$ cat config.mk
export PLATFORM = sky130hd
export DESIGN_NAME = gcd_unit_iterative
export DESIGN_NICKNAME = d
export VERILOG_FILES = /design/src/rtl/gcd_unit_iterative.sv
export SDC_FILE = /design/constraint.sdc
export NUM_CORES = 1
export LEC_CHECK = 0
export ABC_AREA = 1
export BUFFER_PORTS_ARGS = -buffer_cell sky130_fd_sc_hd__buf_2
export CAP_MARGIN = 20
export CORE_MARGIN = 4
export CORE_UTILIZATION = 25
export CTS_CLUSTER_SIZE = 8
export DETAILED_ROUTE_END_ITERATION = 12
export PLACE_DENSITY = 0.53
export SLEW_MARGIN = 15
export SYNTH_ARGS = -nofsm -noshare
export SYNTH_HDL_FRONTEND = slang
export SYNTH_SLANG_ARGS = --single-unit
export TNS_END_PERCENT = 20
$ cat constraint.sdc
create_clock -name clk -period 5.12 [get_ports clk]
set_input_delay 0.256 -clock clk [delete_from_list [all_inputs] [get_ports clk]]
set_output_delay 0.256 -clock clk [all_outputs]
set_load 0.02 [all_outputs]
$ cat src/rtl/gcd_unit_iterative.sv
// Iterative Euclid GCD unit: accepts one packed {A,B} request, reduces it by
// swap/subtract steps (one per cycle), then holds the result until the sink
// takes it. Only one request is in flight at a time.
module gcd_unit_iterative #(
    parameter int unsigned p_nbits = 16
) (
    input  logic                   clk,
    input  logic                   reset,
    input  logic                   req_val,
    output logic                   req_rdy,
    input  logic [2*p_nbits-1:0]   req_msg,
    output logic                   resp_val,
    input  logic                   resp_rdy,
    output logic [p_nbits-1:0]     resp_msg,
    output logic                   busy
);

    localparam logic [1:0] IDLE = 2'd0;
    localparam logic [1:0] CALC = 2'd1;
    localparam logic [1:0] DONE = 2'd2;

    logic [1:0]         state;
    logic [1:0]         state_next;
    logic [p_nbits-1:0] a_reg;
    logic [p_nbits-1:0] b_reg;
    logic [p_nbits-1:0] a_next;
    logic [p_nbits-1:0] b_next;

    // Next-state and datapath step; req_msg is only looked at on an accepted request.
    always_comb begin
        state_next = state;
        a_next     = a_reg;
        b_next     = b_reg;
        case (state)
            IDLE: begin
                if (req_val && req_rdy) begin
                    a_next     = req_msg[2*p_nbits-1:p_nbits];
                    b_next     = req_msg[p_nbits-1:0];
                    state_next = CALC;
                end
            end
            CALC: begin
                if (a_reg < b_reg) begin
                    a_next = b_reg;
                    b_next = a_reg;
                end else if (b_reg != '0) begin
                    a_next = a_reg - b_reg;
                end else begin
                    state_next = DONE;
                end
            end
            DONE: begin
                if (resp_rdy) begin
                    state_next = IDLE;
                end
            end
            default: begin
                state_next = IDLE;
            end
        endcase
    end

    // State and operand registers; reset discards any in-flight computation.
    always_ff @(posedge clk or posedge reset) begin
        if (reset) begin
            state <= IDLE;
            a_reg <= '0;
            b_reg <= '0;
        end else begin
            state <= state_next;
            a_reg <= a_next;
            b_reg <= b_next;
        end
    end

    assign req_rdy  = (state == IDLE);
    assign resp_val = (state == DONE);
    assign busy     = (state != IDLE);
    assign resp_msg = a_reg;

endmodule
==> impl_metrics.csv <==
group,metric,value,unit
outcome,status,"complete, no violations",
clock_network,cts_buffers,5,
sta,tns,0,ns
setup_path,required,5.33,ns
setup_path,worstSetupEndpointType,"flop",
finish,num-nets-final,586,
setup_path,r2r_start,"resp_msg[0]",
detailed_routing,vias,3070,
floorplanning,dieArea,13800,um2
clock_network,clock-root-buffer,"clkbuf_16",
sta,holdWs,0.0827,ns
setup_path,critPathMaxFanout,28,
setup_path,startpoint_type,"flop",
sta,worst_pin_slew,0.620,ns
logic_synthesis,synth_cell_type_count,30,
place,place_area,3380,um2
global_route,grt_pass1_wl,14500,um
logic_synthesis,netlist_instances,480,
detailed_routing,drc,0,
floorplanning,core_area,11600,um2
detailed_routing,wl_per_cell,13.0,um
hold_path,min_path_type,"in2async",
setup_path,critPathKind,"reg2reg",
sta,fin_skew,0.00481,ns
floorplanning,rows,39,
sta,max_freq,405,MHz
clock_network,cts_setup_buffers,0,
setup_path,r2r_cells,14,
floorplanning,ios,55,
finish,diodes,0,
logic_synthesis,yosys.area_share.simple,42.6,%
sta,finalSetupViolations,0,
detailed_routing,drt_first_pass_iters,4,
detailed_routing,wl,8820,um
sta,rsz0062_at_grt,"no",
clock_network,clk_latency,0.28,ns
detailed_routing,ant_nets,0,
clock_network,clk_path_buf_depth,2,
setup_path,timing.rr.end,"resp_msg[8]",
logic_synthesis,synth_fa_ha_area_share,7.36,%
clock_network,clk_pin_slew,0.06,ns
global_route,grt_max_degree,38,
clock_network,cts_resized,0,
global_route,first_global_vias,2987,
detailed_routing,drt_iter0_markers,169,
sta,drv_slew,0,
logic_synthesis,synth.mux.area_fraction,0,%
clock_network,cts_sinks,34,
logic_synthesis,synth_top_family_by_area,"simple AND/OR/NAND/NOR gates",
global_route,grt_usage,12.5,%
job,drv_cap,0,
sta,period_share,48.3,%
setup_path,crit_arrival,2.68,ns
logic_synthesis,yosysSeqAreaShare,28.5,%
sta,fin_crit,2.47,ns
clock_network,cts_tree,"done",
floorplanning,die_h,117,um
sta,relSlewSlack,58.6,%
clock_network,htree_levels,2,
logic_synthesis,avgSynthCellArea,6.23,um2
finish,drive_above_1_share,15.9,%
logic_synthesis,synth_xor_area_share,1.46,%
finish,fin_area,3530,um2
logic_synthesis,synth_compound_area_share,7.95,%
place,port_buffers,54,
setup_path,reg2reg_setup_slack,2.65,ns
place,gp_congestion,0.927,
logic_synthesis,yosysWarnings,0,
global_route,antenna_found_initial,0,
logic_synthesis,synth_seq_cells,34,
place,post-dp-hpwl,6880,um
global_route,overflow,0,
clock_network,postCtsHoldBufs,0,
floorplanning,initial_core_util,25.9,%
detailed_routing,via_per_inst,4.53,
sta,timing_hold_violations_final,0,
logic_synthesis,synthesis.nets,533,
floorplanning,fp.dieW,117,um
finish,syn_to_final_growth,18.0,%
logic_synthesis,syn_area,2990,um2
critical path, cell delays in order, from the launching register on:
cell	delay, ns
dfrtp_1	0.36
inv_1	0.07
ha_1	0.22
fa_1	0.42
inv_1	0.10
nand2_1	0.07
nand2_1	0.07
nand3b_1	0.08
nand2_1	0.15
nand2_4	0.12
nand3_4	0.16
nand2_4	0.22
inv_1	0.23
nand2_1	0.07
nand2_1	0.07
cells by family (layout without fill, tap and decap cells):
kind of cell               after synthesis  after routing
and+or+nand+nor                        297            297
buffers and inverters                   88            142
AOI/OAI and AO/OA                       39             39
DFF                                     34             34
adders and majority gates               17             17
xor gates and xnor gates                 5              5
placed cells by master (no fill, tap or decap):
cell type  count
a31oi_1       14
inv_2          4
nand4_1       10
fa_1           1
clkbuf_8       1
nor3_4         1
nor2_2         2
o21ai_0        7
a21oi_4        2
dfrtp_1       34
nor2_1        66
clkbuf_16      5
nand2_1      167
o21ai_1        2
nand3_4        1
inv_1         73
clkinv_1       1
a21oi_1       13
xor2_1         4
xnor2_1        1
buf_2         54
clkbuf_1       1
ha_1          16
clkinv_2       1
nor3_1         1
nand3b_1       2
nand2_4        3
nand3_1       32
and2_1         3
nand2_2        9
buf_4          2
o31ai_1        1
metal layers:
| metal | vias to the layer above | global-route usage [%] | share of wire [%] |
|---|---|---|---|
| met1 | 1389 | 16.3 | 46 |
| met4 | 0 | 3.59 | 1.2 |
| li1 | 1599 | - | - |
| met5 | - | 0 | 0 |
| met3 | 8 | 1.44 | 4.5 |
| met2 | 74 | 21.8 | 48 |
Yosys cell counts:
| library cell | n | area share, % |
|---|---|---|
| a21oi_1 | 13 | 2.2 |
| a21oi_4 | 2 | 1.1 |
| a31oi_1 | 14 | 2.9 |
| and2_1 | 3 | 0.63 |
| buf_2 | 1 | 0.17 |
| buf_6 | 3 | 1.1 |
| buf_8 | 1 | 0.50 |
| clkbuf_1 | 5 | 0.63 |
| clkinv_1 | 1 | 0.13 |
| dfrtp_1 | 34 | 28 |
| fa_1 | 1 | 0.67 |
| ha_1 | 16 | 6.7 |
| inv_1 | 73 | 9.2 |
| inv_2 | 4 | 0.50 |
| nand2_1 | 167 | 21 |
| nand2_2 | 9 | 1.9 |
| nand2_4 | 3 | 1.1 |
| nand3_1 | 32 | 5.4 |
| nand3_4 | 1 | 0.59 |
| nand3b_1 | 2 | 0.50 |
| nand4_1 | 10 | 2.1 |
| nor2_1 | 66 | 8.3 |
| nor2_2 | 2 | 0.42 |
| nor3_1 | 1 | 0.17 |
| nor3_4 | 1 | 0.54 |
| o21ai_0 | 7 | 1.2 |
| o21ai_1 | 2 | 0.33 |
| o31ai_1 | 1 | 0.25 |
| xnor2_1 | 1 | 0.29 |
| xor2_1 | 4 | 1.2 |
area by class of cell:
cell class / instances / area, um2
clock buffers: 7 / 143
clock inverters: 1 / 5.00
fillers: 1278 / 8040
inverters: 78 / 293
multi-input cells: 358 / 1770
flip-flops and latches: 34 / 851
well taps: 143 / 179
repair buffers: 56 / 285
per-stage QoR:
| step | std cells | worst slack, ns | utilization (%) |
|---|---|---|---|
| after floorplan | 480 | 2.89 | - |
| after global placement | 669 | 2.72 | 29.2 |
| after detailed placement | 669 | 2.70 | 29.2 |
| after CTS | 677 | 2.66 | 30.5 |
| after global routing | 677 | 2.45 | 30.5 |
| final | 677 | 2.65 | 30.5 |
worst max path at each step:
stage | start | end
2_1_floorplan | resp_msg[0] | resp_msg[1]
3_3_place_gp | resp_msg[0] | resp_msg[8]
3_5_place_dp | resp_msg[0] | resp_msg[8]
4_1_cts | resp_msg[0] | resp_msg[8]
5_1_grt | resp_msg[6] | resp_msg[7]
6_report | resp_msg[0] | resp_msg[8]
Power is left out: the tool's default activity adds up to more than one toggle a clock period on the data nets, which glitch-free logic cannot reach.
